===== config.mk =====
export PLATFORM = sky130hd
export DESIGN_NAME = dffram_bist
export DESIGN_NICKNAME = d
export VERILOG_FILES = /design/src/rtl/dffram_bist.sv
export SDC_FILE = /design/constraint.sdc
export NUM_CORES = 1
export LEC_CHECK = 0
export ABC_AREA = 1
export CORE_MARGIN = 10
export CORE_UTILIZATION = 60
export DETAILED_ROUTE_END_ITERATION = 8
export DONT_BUFFER_PORTS = 1
export GPL_TIMING_DRIVEN = 0
export PLACE_DENSITY = 0.81
export SLEW_MARGIN = 20
export SYNTH_ARGS = -nofsm -noshare
export SYNTH_HDL_FRONTEND = slang
export SYNTH_SLANG_ARGS = --single-unit

===== constraint.sdc =====
create_clock -name CLK -period 5.1 [get_ports CLK]
set_input_delay 0.765 -clock CLK [delete_from_list [all_inputs] [get_ports CLK]]
set_output_delay 0.765 -clock CLK [all_outputs]
set_load 0.05 [all_outputs]

===== src/rtl/dffram_bist.sv =====
// dffram_bist: self-test engine for a single-port DFF RAM.
// Runs an address-in-data test or a March C- test and stops on the first
// mismatch. The first failing address, the data read and the expected data
// are kept until the next start.
module dffram_bist #(
    parameter int WSIZE  = 4,
    parameter int AWIDTH = 8,
    parameter int RD_LAT = 1
) (
    input  logic                CLK,
    input  logic                RST_N,
    input  logic                start,
    input  logic [1:0]          mode,
    output logic                busy,
    output logic                done,
    output logic                pass,
    output logic [AWIDTH-1:0]   fail_addr,
    output logic [WSIZE*8-1:0]  fail_data,
    output logic [WSIZE*8-1:0]  fail_exp,
    output logic                EN0,
    output logic [WSIZE-1:0]    WE0,
    output logic [AWIDTH-1:0]   A0,
    output logic [WSIZE*8-1:0]  Di0,
    input  logic [WSIZE*8-1:0]  Do0
);
    localparam int DW   = WSIZE * 8;
    localparam int REPS = (DW + AWIDTH - 1) / AWIDTH;
    localparam logic [1:0]        LAT_LAST = 2'(RD_LAT - 1);
    localparam logic [AWIDTH-1:0] ADDR_MAX = '1;

    typedef enum logic [2:0] {IDLE, WR, RD, WAIT, DONE} state_t;

    state_t            st_q, st_d;
    logic              march_q, march_d;     // 1: March C-, 0: address-in-data
    logic [2:0]        elem_q, elem_d;       // pass (mode 0) or march element
    logic              sub_q, sub_d;         // op index within a march element
    logic [AWIDTH-1:0] addr_q, addr_d;
    logic [1:0]        wcnt_q, wcnt_d;
    logic              busy_q, busy_d;
    logic              done_q, done_d;
    logic              pass_q, pass_d;
    logic [AWIDTH-1:0] fail_addr_q, fail_addr_d;
    logic [DW-1:0]     fail_data_q, fail_data_d;
    logic [DW-1:0]     fail_exp_q, fail_exp_d;
    logic              en_q, en_d;
    logic [WSIZE-1:0]  we_q, we_d;
    logic [DW-1:0]     di_q, di_d;
    logic [DW-1:0]     exp_q, exp_d;         // expected word of the read in flight

    // Position of the op following the current one
    logic [2:0]        nxt_elem;
    logic              nxt_sub;
    logic [AWIDTH-1:0] nxt_addr;
    logic              nxt_end;

    // Op to be presented on the next edge
    logic              launch, finish, ok;
    logic              op_march, op_wr;
    logic [2:0]        op_elem;
    logic              op_sub;
    logic [AWIDTH-1:0] op_addr;
    logic [DW-1:0]     op_val;

    // Address replicated from the LSB up, truncated to the word width
    function automatic logic [DW-1:0] addr_pattern(input logic [AWIDTH-1:0] a);
        logic [REPS*AWIDTH-1:0] r;
        r = {REPS{a}};
        return r[DW-1:0];
    endfunction

    function automatic logic is_desc(input logic m, input logic [2:0] e);
        return m && (e >= 3'd3);
    endfunction

    // March elements 1..4 are read-then-write; all others are a single op
    function automatic logic two_ops(input logic m, input logic [2:0] e);
        return m && (e >= 3'd1) && (e <= 3'd4);
    endfunction

    function automatic logic last_elem(input logic m, input logic [2:0] e);
        return m ? (e == 3'd5) : (e == 3'd3);
    endfunction

    function automatic logic is_write(input logic m, input logic [2:0] e, input logic s);
        logic w;
        if (!m)                         w = ~e[0];
        else if (e == 3'd0)             w = 1'b1;
        else if (e == 3'd5)             w = 1'b0;
        else                            w = s;
        return w;
    endfunction

    function automatic logic [DW-1:0] op_data(input logic m, input logic [2:0] e,
                                              input logic s, input logic [AWIDTH-1:0] a);
        logic [DW-1:0] d;
        if (!m)                              d = e[1] ? ~addr_pattern(a) : addr_pattern(a);
        else if (e == 3'd0 || e == 3'd5)     d = '0;
        else if (e == 3'd1 || e == 3'd3)     d = s ? '1 : '0;
        else                                 d = s ? '0 : '1;
        return d;
    endfunction

    // Step the op sequencer: next op in the element, next address, or next element
    always_comb begin
        nxt_elem = elem_q;
        nxt_sub  = 1'b0;
        nxt_addr = addr_q;
        nxt_end  = 1'b0;
        if (two_ops(march_q, elem_q) && !sub_q) begin
            nxt_sub = 1'b1;
        end else if (is_desc(march_q, elem_q) ? (addr_q == '0) : (addr_q == ADDR_MAX)) begin
            if (last_elem(march_q, elem_q)) begin
                nxt_end = 1'b1;
            end else begin
                nxt_elem = elem_q + 3'd1;
                nxt_addr = is_desc(march_q, elem_q + 3'd1) ? ADDR_MAX : '0;
            end
        end else begin
            nxt_addr = is_desc(march_q, elem_q) ? addr_q - AWIDTH'(1) : addr_q + AWIDTH'(1);
        end
    end

    // FSM next-state and RAM/result output decoding
    always_comb begin
        st_d        = st_q;
        march_d     = march_q;
        elem_d      = elem_q;
        sub_d       = sub_q;
        addr_d      = addr_q;
        wcnt_d      = wcnt_q;
        busy_d      = busy_q;
        done_d      = 1'b0;
        pass_d      = pass_q;
        fail_addr_d = fail_addr_q;
        fail_data_d = fail_data_q;
        fail_exp_d  = fail_exp_q;
        en_d        = en_q;
        we_d        = we_q;
        di_d        = di_q;
        exp_d       = exp_q;
        launch      = 1'b0;
        finish      = 1'b0;
        ok          = 1'b1;
        op_march    = march_q;
        op_elem     = nxt_elem;
        op_sub      = nxt_sub;
        op_addr     = nxt_addr;

        case (st_q)
            IDLE: begin
                if (start) begin
                    march_d     = (mode == 2'd1);
                    busy_d      = 1'b1;
                    pass_d      = 1'b0;
                    fail_addr_d = '0;
                    fail_data_d = '0;
                    fail_exp_d  = '0;
                    op_march    = (mode == 2'd1);
                    op_elem     = 3'd0;
                    op_sub      = 1'b0;
                    op_addr     = '0;
                    launch      = 1'b1;
                end
            end
            WR: begin
                if (nxt_end) finish = 1'b1;
                else         launch = 1'b1;
            end
            RD: begin
                en_d   = 1'b0;
                wcnt_d = 2'd0;
                st_d   = WAIT;
            end
            WAIT: begin
                if (wcnt_q == LAT_LAST) begin
                    if (Do0 != exp_q) begin
                        finish      = 1'b1;
                        ok          = 1'b0;
                        fail_addr_d = addr_q;
                        fail_data_d = Do0;
                        fail_exp_d  = exp_q;
                    end else if (nxt_end) begin
                        finish = 1'b1;
                    end else begin
                        launch = 1'b1;
                    end
                end else begin
                    wcnt_d = wcnt_q + 2'd1;
                end
            end
            DONE: st_d = IDLE;
            default: st_d = IDLE;
        endcase

        op_wr  = is_write(op_march, op_elem, op_sub);
        op_val = op_data(op_march, op_elem, op_sub, op_addr);

        if (launch) begin
            elem_d = op_elem;
            sub_d  = op_sub;
            addr_d = op_addr;
            en_d   = 1'b1;
            we_d   = op_wr ? '1 : '0;
            di_d   = op_wr ? op_val : '0;
            exp_d  = op_val;
            st_d   = op_wr ? WR : RD;
        end

        if (finish) begin
            st_d   = DONE;
            busy_d = 1'b0;
            done_d = 1'b1;
            pass_d = ok;
            en_d   = 1'b0;
            we_d   = '0;
        end
    end

    // State and registered outputs, cleared asynchronously by RST_N
    always_ff @(posedge CLK or negedge RST_N) begin
        if (!RST_N) begin
            st_q        <= IDLE;
            march_q     <= 1'b0;
            elem_q      <= 3'd0;
            sub_q       <= 1'b0;
            addr_q      <= '0;
            wcnt_q      <= 2'd0;
            busy_q      <= 1'b0;
            done_q      <= 1'b0;
            pass_q      <= 1'b0;
            fail_addr_q <= '0;
            fail_data_q <= '0;
            fail_exp_q  <= '0;
            en_q        <= 1'b0;
            we_q        <= '0;
            di_q        <= '0;
            exp_q       <= '0;
        end else begin
            st_q        <= st_d;
            march_q     <= march_d;
            elem_q      <= elem_d;
            sub_q       <= sub_d;
            addr_q      <= addr_d;
            wcnt_q      <= wcnt_d;
            busy_q      <= busy_d;
            done_q      <= done_d;
            pass_q      <= pass_d;
            fail_addr_q <= fail_addr_d;
            fail_data_q <= fail_data_d;
            fail_exp_q  <= fail_exp_d;
            en_q        <= en_d;
            we_q        <= we_d;
            di_q        <= di_d;
            exp_q       <= exp_d;
        end
    end

    assign busy      = busy_q;
    assign done      = done_q;
    assign pass      = pass_q;
    assign fail_addr = fail_addr_q;
    assign fail_data = fail_data_q;
    assign fail_exp  = fail_exp_q;
    assign EN0       = en_q;
    assign WE0       = we_q;
    assign A0        = addr_q;
    assign Di0       = di_q;

endmodule

==> impl_metrics.env, run 1 <==
export IMPL_arrival_ns=3.21
export IMPL_top_usage_layer="met2"
export IMPL_portBuffers=0
export IMPL_antenna_found_initial=0
export IMPL_die_h_um=115
export IMPL_vdd_drop_max_mv=0.203
export IMPL_drive_above_1_share_pct=16.9
export IMPL_worstPathRequired_ns=5.39
export IMPL_drc_errors=0
export IMPL_grt_pass1_vias=4565
export IMPL_yosysUniqueCellTypes=34
export IMPL_cts_root_buf="clkbuf_8"
export IMPL_tightest_slew_ns=0.857
export IMPL_power_frac_clock_pct=23.0
export IMPL_clock_skew_ns=0.0181
export IMPL_routed_wl_mm=15.6
export IMPL_clkTransAtPathRegs_ns=0.11
export IMPL_clockBufferDepth=2
export IMPL_synth_seq_cells=87
export IMPL_max_freq_ghz=0.343
export IMPL_dp_hpwl_mm=12.1
export IMPL_cts_buffers=9
export IMPL_finalHoldViolations=0
export IMPL_cp_top_family="compound AO/OA/AOI/OAI gates"
export IMPL_met2_usage_pct=37.1
export IMPL_max_cap_viol_count=0
export IMPL_syn_inst=689
export IMPL_initial_utilization_pct=61.7
export IMPL_die_area_mm2=0.0131
export IMPL_finalSetupViolCount=0
export IMPL_hold_buffers=0
export IMPL_dr_total_vias=4776
export IMPL_cts_setup_buffers=0
export IMPL_min_path_type="in2async"
export IMPL_cts_max_level=3
export IMPL_critPathBufInv=0
export IMPL_grt_pass1_wl_mm=24.0
export IMPL_worstSetupEndpointType="register"
export IMPL_tns_ns=0
export IMPL_rr_startpoint="elem_q[0]"
export IMPL_place_ws_ns=2.28
export IMPL_fin_ws_ns=2.19
export IMPL_slew_violations=0
export IMPL_outcome="completed"
export IMPL_cts_tree="built"
export IMPL_syn_area_per_cell_um2=7.81
export IMPL_grtUsageMet1_pct=27.1
export IMPL_critPathSlowestCell="dfrtp_1"
export IMPL_postRouteAntennaNets=0
export IMPL_power_density_mw_per_mm2=427
export IMPL_combPwrFrac_pct=32.4
export IMPL_grt_overflow_total=0
export IMPL_viasPerCell=5.87
export IMPL_ys_seq_area_share_pct=40.5
export IMPL_rsz0062_at_grt="false"
export IMPL_crit_type="reg2reg"
export IMPL_swShare_pct=47.5
export IMPL_grt_use_met3_pct=7.08
export IMPL_power_switching_mw=1.17
export IMPL_core_mm2=0.00872
export IMPL_timing_final_crit_share_pct=57.1
export IMPL_n_antenna_cell=0
export IMPL_syn_nets=739
export IMPL_cp_startpoint="elem_q[0]"
export IMPL_drtPass1Iterations=5
export IMPL_drtIter0Drc=558
export IMPL_crit_top_cell="nand3_1"
export IMPL_clock_latency_ns=0.37
export IMPL_grt_max_degree=88
export IMPL_cpPeakStageDelay_ns=0.46
export IMPL_grt_total_usage_pct=22.6
export IMPL_synthToLayoutAreaGrowth_pct=6.82
export IMPL_pin_count=157
export IMPL_cp_max_fo=10
export IMPL_numClockSinks=87
export IMPL_yosysWarnings=0
export IMPL_p_seq_share_pct=44.7
export IMPL_cellInternalPower_mw=1.29
export IMPL_cts_resized=0
export IMPL_nNetsFinal=750
export IMPL_die_w_um=115
export IMPL_fillers=758
export IMPL_timing_slew_headroom_pct=42.8
export IMPL_p_leak_nw=3.01
export IMPL_finalWeightedCongestion=0.914
export IMPL_start_kind="register"
export IMPL_path_cells="ha_1, ha_1, nor2_4, a21oi_4, ha_1, a21oi_1, nand3_1, nand2_1, nand3_1, nand3_1, nand2_1, a21oi_1, o21ai_0, nand2_2, nand3_1, nand2_1"
export IMPL_rows=34
export IMPL_period_needed_ns=2.91
export IMPL_wire_per_inst_um=19.2
export IMPL_syn_cell_area_mm2=0.00538
per-layer routing:
metal / up-vias / wire length, um
met1: 2233 / 5740
li1: 2238 / -
met5: - / 0
met3: 47 / 1830
met2: 258 / 7600
met4: 0 / 465
registers in the layout (all words and copies together) (netlist names), 2 cells and up:
signal / cells
fail_exp: 8
elem_q: 3
Di0: 8
fail_data: 32
st_q: 3
wcnt_q: 2
A0: 8
fail_addr: 8
exp_q: 8
cells in the final DEF, fill, tap and decap left out, drive strengths merged, types with 5 or more instances in the layout:
cell type  count
nand3        114
inv           78
clkbuf        22
dfrtp         87
nor3           5
nor2          25
a21oi         19
buf           63
nand2        157
o22ai          7
nand4         12
nor4           6
o21ai         68
xor2          14
ha            12
power groups by stage:
| stage | combinational (mW) | sequential [mW] | clock [mW] |
|---|---|---|---|
| floorplan | 0.669 | 1.05 | 0 |
| global placement | 0.774 | 1.11 | 0 |
| detailed placement | 0.787 | 1.11 | 0 |
| CTS | 0.790 | 1.10 | 0.565 |
| global route | 0.861 | 1.11 | 0.593 |
| finish | 0.794 | 1.10 | 0.564 |
synth_stat cells:
cell | count | area (um^2)
nor3_1 | 4 | 20.0
o22ai_1 | 7 | 43.8
clkbuf_2 | 2 | 10.0
nor2_1 | 17 | 63.8
a21oi_1 | 17 | 85.1
xnor2_1 | 4 | 35.0
inv_1 | 71 | 267
a21oi_4 | 2 | 32.5
xor2_1 | 14 | 123
nand2_1 | 141 | 529
nor2_2 | 4 | 25.0
nand2_2 | 13 | 81.3
nand2_4 | 3 | 33.8
nand3_4 | 1 | 17.5
o21ai_0 | 54 | 270
o2111ai_1 | 1 | 8.76
nand3_2 | 4 | 40.0
nor4_1 | 6 | 37.5
nand4_1 | 12 | 75.1
nor2_4 | 4 | 45.0
buf_2 | 6 | 30.0
inv_2 | 6 | 22.5
dfrtp_1 | 87 | 2180
buf_6 | 1 | 11.3
clkbuf_1 | 11 | 41.3
ha_1 | 12 | 150
a22oi_1 | 1 | 7.51
nand3b_1 | 2 | 15.0
fa_1 | 1 | 20.0
buf_4 | 56 | 420
o21ai_1 | 14 | 70.1
nor3_4 | 1 | 16.3
o21a_1 | 1 | 7.51
nand3_1 | 109 | 546
path summary, 6_finish.rpt:
kind | depth (start not counted) | endpoint | slack (ns)
hold / removal | 0 | exp_q[25] | 0.08
setup / recovery | 16 | Di0[29] | 2.19
setup reg to reg | 16 | Di0[29] | 2.19
min in group CLK | 1 | wcnt_q[0] | 0.47
hold reg to reg | 1 | wcnt_q[0] | 0.47
max in group asynchronous | 0 | fail_addr[3] | 4.91
stage by stage:
stage | cell area [um^2] | hold slack, ns | utilization (%) | cells | power, mW
after floorplan | 5380 | 0.441 | - | 689 | 1.72
after global placement | 5510 | 0.452 | 63.2 | 797 | 1.88
after detailed placement | 5510 | 0.462 | 63.2 | 797 | 1.90
after CTS | 5740 | 0.0757 | 65.9 | 813 | 2.45
after global routing | 5740 | 0.0657 | 65.9 | 813 | 2.56
final | 5740 | 0.0797 | 65.9 | 813 | 2.46
cells by family after synthesis:
logic type	after synthesis	share of synthesized area, %
AO/OA/AOI/OAI	97	9.77
flip-flops	87	40.5
adder cells (fa/ha/maj)	13	3.16
XOR/XNOR	18	2.93
AND/OR/NAND/NOR	321	28.7
buffers and inverters	153	14.9
final cells by class:
class / instances / area (um^2) / share of cell area (%)
plain buffers: 76 / 513 / 8.93
flip-flops and latches: 87 / 2180 / 37.9
inverters: 77 / 289 / 5.03
clock buffers: 9 / 124 / 2.16
well taps: 108 / 135 / 2.35
clock inverters: 7 / 108 / 1.87
multi-input cells: 449 / 2400 / 41.8
No activity file was read; power rests on OpenSTA's default activity.
==> run 2, diff against run 1 <==
CORE_UTILIZATION = 58   (was 60)
clock period = 2.55 ns   (was 5.1 ns; I/O delays follow)
==> run 2 against run 1 <==
- critical endpoint is now Di0[30]
- core utilization grew 4.4 points
- largest power group unchanged
- wire length grew 6.9%
- final cell count grew 3.6%
- the flow now finishes with violations (negative setup slack)
==> impl_metrics.env, run 2 (same netlist as run 1, synthesis figures left out) <==
export IMPL_outcome="finished, violations left"
export IMPL_violations="negative setup slack"
export IMPL_dp_hpwl_mm=12.1
export IMPL_min_delay_path_depth=2
export IMPL_clockBufferDepth=2
export IMPL_crit_type="reg2reg"
export IMPL_wire_per_inst_um=19.9
export IMPL_arrival_ns=2.92
export IMPL_instances_no_fill=842
export IMPL_power_frac_clock_pct=22.9
export IMPL_combPwrFrac_pct=35.6
export IMPL_drtPass1Iterations=5
export IMPL_rsz0062_at_grt="true"
export IMPL_finalWeightedCongestion=0.949
export IMPL_antenna_found_initial=0
export IMPL_nNetsFinal=776
export IMPL_synthToLayoutAreaGrowth_pct=19.6
export IMPL_p_leak_nw=3.23
export IMPL_grt_overflow_total=0
export IMPL_rows=35
export IMPL_tightest_slew_ns=0.756
export IMPL_finalHoldViolations=0
export IMPL_initial_utilization_pct=58.8
export IMPL_min_path_type="in2reg"
export IMPL_dr_total_vias=5032
export IMPL_place_inst=800
export IMPL_n_antenna_cell=0
export IMPL_die_w_um=116
export IMPL_cts_root_buf="clkbuf_8"
export IMPL_clkTransAtPathRegs_ns=0.10
export IMPL_start_kind="register"
export IMPL_grt_max_degree=88
export IMPL_slew_violations=0
export IMPL_numClockSinks=87
export IMPL_cp_max_fo=8
export IMPL_viasPerCell=5.98
export IMPL_grt_pass1_wl_mm=24.9
export IMPL_cellInternalPower_mw=2.85
export IMPL_die_h_um=116
export IMPL_drtIter0Drc=581
export IMPL_period_needed_ns=2.61
export IMPL_max_cap_viol_count=0
export IMPL_multi_input_area_mm2=0.00278
export IMPL_ff_latch_area_mm2=0.00219
export IMPL_timing_slew_headroom_pct=49.6
export IMPL_power_switching_mw=2.50
export IMPL_hold_slack_ns=0.117
export IMPL_place_ws_ns=-0.288
export IMPL_core_mm2=0.00915
export IMPL_rr_worst_depth=18
export IMPL_worstPathRequired_ns=2.86
export IMPL_max_freq_ghz=0.384
export IMPL_cts_max_level=3
export IMPL_vdd_drop_max_mv=0.406
export IMPL_clock_latency_ns=0.38
export IMPL_grt_total_usage_pct=23.2
export IMPL_routed_wl_mm=16.7
export IMPL_swShare_pct=46.7
export IMPL_portBuffers=0
export IMPL_grt_pass1_vias=4855
export IMPL_die_area_mm2=0.0135
export IMPL_final_common_cell="nand2_1"
export IMPL_postRouteAntennaNets=0
export IMPL_largest_reg_flops=32
export IMPL_cts_buffers=9
export IMPL_fin_ws_ns=-0.0563
export IMPL_cts_tree="built"
export IMPL_timing_final_crit_share_pct=102
export IMPL_drive_above_1_share_pct=31.5
export IMPL_finalSetupViolCount=16
export IMPL_utilization_pct=70.3
export IMPL_pin_count=157
export IMPL_p_seq_share_pct=41.5
export IMPL_clock_skew_ns=0.0164
export IMPL_worstSetupEndpointType="register"
export IMPL_power_density_mw_per_mm2=831
export IMPL_fillers=705
export IMPL_drc_errors=0
export IMPL_layout_common_cells="nand2_1, nand3_1, dfrtp_1"
run 2: metrics by stage:
stage               total power [mW]  cell area [um^2]  setup TNS (ns)
floorplan                       3.45              5380               0
global placement                3.77              5520           -1.54
detailed placement              3.80              5520           -2.65
CTS                             5.19              6160          -0.407
global route                    5.59              6430           -3.15
finish                          5.34              6430          -0.512
run 2: what timing repair did:
action | 4_1_cts | 5_1_grt
setup buffers | 17 | 7
hold buffers | 2 | 0
endpoints found under the setup margin | 26 | 60
pin swaps | 16 | 29
cloned | 1 | 1
hold endpoints to repair | 87 | 0
resized for setup | 49 | 77
run 2: worst max-delay path, stage by stage (launching register included):
cell and delay, ns:
dfrtp_2 0.45, ha_4 0.17, ha_4 0.16, nor2_4 0.11
buf_4 0.12, nand2_1 0.06, nand2_2 0.11, nand3_2 0.09
nand2_4 0.13, nand3_4 0.11, nand2_2 0.08, nand3_2 0.14
nand3_2 0.13, nand2_2 0.09, nor2_4 0.18, nand2_4 0.13
nand2_2 0.13, nand3_2 0.08, nand2_1 0.07
run 2: area by class of cell:
| cell class | count | area share, % |
|---|---|---|
| inverter | 77 | 4.49 |
| multi-input combinational | 450 | 43.2 |
| buffer | 76 | 8.56 |
| timing repair buffer | 25 | 3.70 |
| tap | 111 | 2.16 |
| clock buffer | 9 | 1.93 |
| clock inverter | 7 | 1.98 |
| sequential | 87 | 34.0 |
run 2: worst paths after layout:
check | from | end | slack (ns)
max in group asynchronous | RST_N | elem_q[0] | 1.61
worst max-delay path | elem_q[0] | Di0[30] | -0.06
worst min register to register | wcnt_q[0] | wcnt_q[0] | 0.49
worst min-delay path | Do0[9] | fail_data[9] | 0.12
min in group asynchronous | RST_N | fail_data[30] | 0.56
worst max register to register | elem_q[0] | Di0[30] | -0.06
run 2: power groups by stage:
stage	logic, mW	registers (mW)	clock network [mW]
final	1.90	2.22	1.22
after global routing	2.04	2.25	1.30
after CTS	1.74	2.22	1.22
after detailed placement	1.58	2.22	0
after global placement	1.55	2.22	0
after floorplan	1.34	2.11	0
run 2: routing by layer:
| layer | track usage (%) | wire (um) | vias to the layer above |
|---|---|---|---|
| met2 | 39.5 | 8410 | 258 |
| met4 | 8.17 | 420 | 0 |
| met1 | 27.2 | 6200 | 2432 |
| met3 | 6.68 | 1690 | 44 |
| li1 | - | - | 2298 |
| met5 | 0 | 0 | - |
==> run 3, diff against run 2 <==
CELL_PAD_IN_SITES_DETAIL_PLACEMENT = 1   (was unset)
CELL_PAD_IN_SITES_GLOBAL_PLACEMENT = 1   (was unset)
CORE_ASPECT_RATIO = 0.8   (was unset)
CORE_UTILIZATION = 42   (was 58)
PLACE_DENSITY = 0.82   (was 0.81)
==> run 3 against run 2 <==
- fmax down 7.3%
- largest power group unchanged
- the flow still finishes with violations (negative setup slack)
- setup slack worse by 0.21 ns
- via count up 4.3%
- cell area up 5.0%
- global-route usage down 1.6 points
- core utilization down 16 points
- clock-buffer cell count unchanged
- combinational power up 14%
- flip-flop and latch count unchanged
- hold slack better by 0.037 ns
==> impl_metrics.env, run 3 (same netlist as run 1, synthesis figures left out) <==
export IMPL_outcome="finished, violations left"
export IMPL_violations="negative setup slack"
export IMPL_worstHoldStart="Do0[9]"
export IMPL_worstPathRequired_ns=2.79
export IMPL_die_w_um=147
export IMPL_cts_root_buf="clkbuf_16"
export IMPL_rows=36
export IMPL_routed_wl_mm=21.4
export IMPL_rsz0062_at_grt="true"
export IMPL_timing_final_crit_share_pct=110
export IMPL_min_delay_path_depth=2
export IMPL_numClockSinks=87
export IMPL_swShare_pct=46.3
export IMPL_grt_max_degree=88
export IMPL_hold_slack_ns=0.154
export IMPL_final_common_cell="nand2_1"
export IMPL_antenna_found_initial=0
export IMPL_clockBufferDepth=2
export IMPL_max_freq_ghz=0.356
export IMPL_die_area_mm2=0.0178
export IMPL_nNetsFinal=781
export IMPL_period_needed_ns=2.81
export IMPL_synthToLayoutAreaGrowth_pct=25.6
export IMPL_cts_buffers=9
export IMPL_cp_max_fo=6
export IMPL_dr_total_vias=5247
export IMPL_grt_pass1_vias=5465
export IMPL_rr_startpoint="elem_q[1]"
export IMPL_initial_utilization_pct=43.6
export IMPL_drtIter0Drc=458
export IMPL_drive_above_1_share_pct=35.1
export IMPL_arrival_ns=3.05
export IMPL_fin_area_mm2=0.00676
export IMPL_fin_ws_ns=-0.262
export IMPL_clock_latency_ns=0.35
export IMPL_finalHoldViolations=0
export IMPL_p_seq_share_pct=38.4
export IMPL_viasPerCell=5.79
export IMPL_power_mw=5.84
export IMPL_vdd_drop_max_mv=0.957
export IMPL_power_density_mw_per_mm2=864
export IMPL_n_antenna_cell=0
export IMPL_max_cap_viol_count=0
export IMPL_min_path_type="in2reg"
export IMPL_core_mm2=0.0123
export IMPL_clock_skew_ns=0.00797
export IMPL_timing_slew_headroom_pct=54.0
export IMPL_grt_overflow_total=0
export IMPL_finalWeightedCongestion=0.875
export IMPL_finalSetupViolCount=22
export IMPL_rr_worst_depth=19
export IMPL_cellInternalPower_mw=3.13
export IMPL_grt_total_usage_pct=21.5
export IMPL_worstSetupEndpointType="register"
export IMPL_layout_common_cells="nand2_1, nand3_1, dfrtp_1, buf_4, inv_1"
export IMPL_pin_count=157
export IMPL_instances_no_fill=906
export IMPL_power_switching_mw=2.70
export IMPL_drtPass1Iterations=5
export IMPL_slew_violations=0
export IMPL_cts_tree="built"
export IMPL_die_h_um=121
export IMPL_place_area_mm2=0.00559
export IMPL_cts_max_level=3
export IMPL_place_inst=860
export IMPL_postRouteAntennaNets=0
export IMPL_clkTransAtPathRegs_ns=0.06
export IMPL_p_leak_nw=3.33
export IMPL_wire_per_inst_um=23.6
export IMPL_utilization_pct=54.7
export IMPL_worstReg2RegEnd="Di0[29]"
export IMPL_start_kind="register"
export IMPL_crit_type="reg2reg"
export IMPL_tightest_slew_ns=0.690
export IMPL_portBuffers=0
export IMPL_grt_pass1_wl_mm=30.9
export IMPL_r2r_setup_slack_ns=-0.26
export IMPL_drc_errors=0
export IMPL_largest_reg_flops=32
export IMPL_combPwrFrac_pct=37.0
export IMPL_holdPathEnd="fail_data[9]"
export IMPL_dp_hpwl_mm=14.5
export IMPL_power_frac_clock_pct=24.7
-- run 3: worst max-delay path by stage --
stage                   start        end  slack, ns
CTS                 elem_q[0]  exp_q[29]      -0.09
global placement    elem_q[0]  exp_q[29]      -0.22
finish              elem_q[1]    Di0[29]      -0.26
global route        elem_q[1]  exp_q[29]      -0.33
detailed placement  elem_q[0]    Di0[23]      -0.35
floorplan           elem_q[0]    Di0[23]       0.13
-- run 3: timing repair --
| item | in CTS | in global routing |
|---|---|---|
| hold endpoints to repair | 87 | 0 |
| endpoints found under the setup margin | 32 | 71 |
| resized for setup | 56 | 114 |
| hold buffers | 2 | 0 |
| pin swaps | 32 | 40 |
| buffers inserted | 17 | 11 |
| gates cloned | 1 | 2 |
-- run 3: metrics by stage --
stage | TNS [ns] | setup WS [ns]
3_3_place_gp | -1.72 | -0.224
4_1_cts | -0.721 | -0.0924
2_1_floorplan | 0 | 0.131
5_1_grt | -5.63 | -0.333
6_report | -2.49 | -0.262
3_5_place_dp | -4.46 | -0.351
-- run 3: metal layers --
| metal | GRT usage [%] | vias up | routed length [um] |
|---|---|---|---|
| met5 | 0 | - | 0 |
| met4 | 5.18 | 0 | 489 |
| met3 | 7.04 | 46 | 2130 |
| met2 | 36.4 | 287 | 10400 |
| met1 | 26.2 | 2606 | 8430 |
| li1 | - | 2308 | - |
-- run 3: critical path, cell delays in order (launching register included) --
cell and delay (ns):
dfrtp_1 0.42, ha_4 0.18, ha_4 0.16, nor2_4 0.11
a21oi_4 0.09, buf_12 0.16, ha_4 0.31, nand2_2 0.09
inv_2 0.09, nand4_1 0.16, nand3_1 0.14, nand2_1 0.08
nand3_2 0.07, nand3_2 0.09, nand2_4 0.10, a21oi_2 0.05
o21ai_1 0.14, nand2_2 0.13, nand3_2 0.09, nand2_1 0.05
-- run 3: final cells by class --
type | instances | area, um^2
repair buffers | 30 | 297
inverters | 77 | 302
multi-input cells | 450 | 2880
plain buffers | 76 | 557
clock buffers | 9 | 225
well taps | 171 | 214
clock inverters | 6 | 95.1
fillers | 1495 | 5590
flip-flops and latches | 87 | 2190
-- run 3: power groups by stage --
stage / Clock [mW] / Sequential (mW) / Combinational [mW]
6_report: 1.44 / 2.24 / 2.16
5_1_grt: 1.51 / 2.27 / 2.29
4_1_cts: 1.45 / 2.22 / 1.82
3_5_place_dp: 0 / 2.22 / 1.62
3_3_place_gp: 0 / 2.21 / 1.57
2_1_floorplan: 0 / 2.11 / 1.34
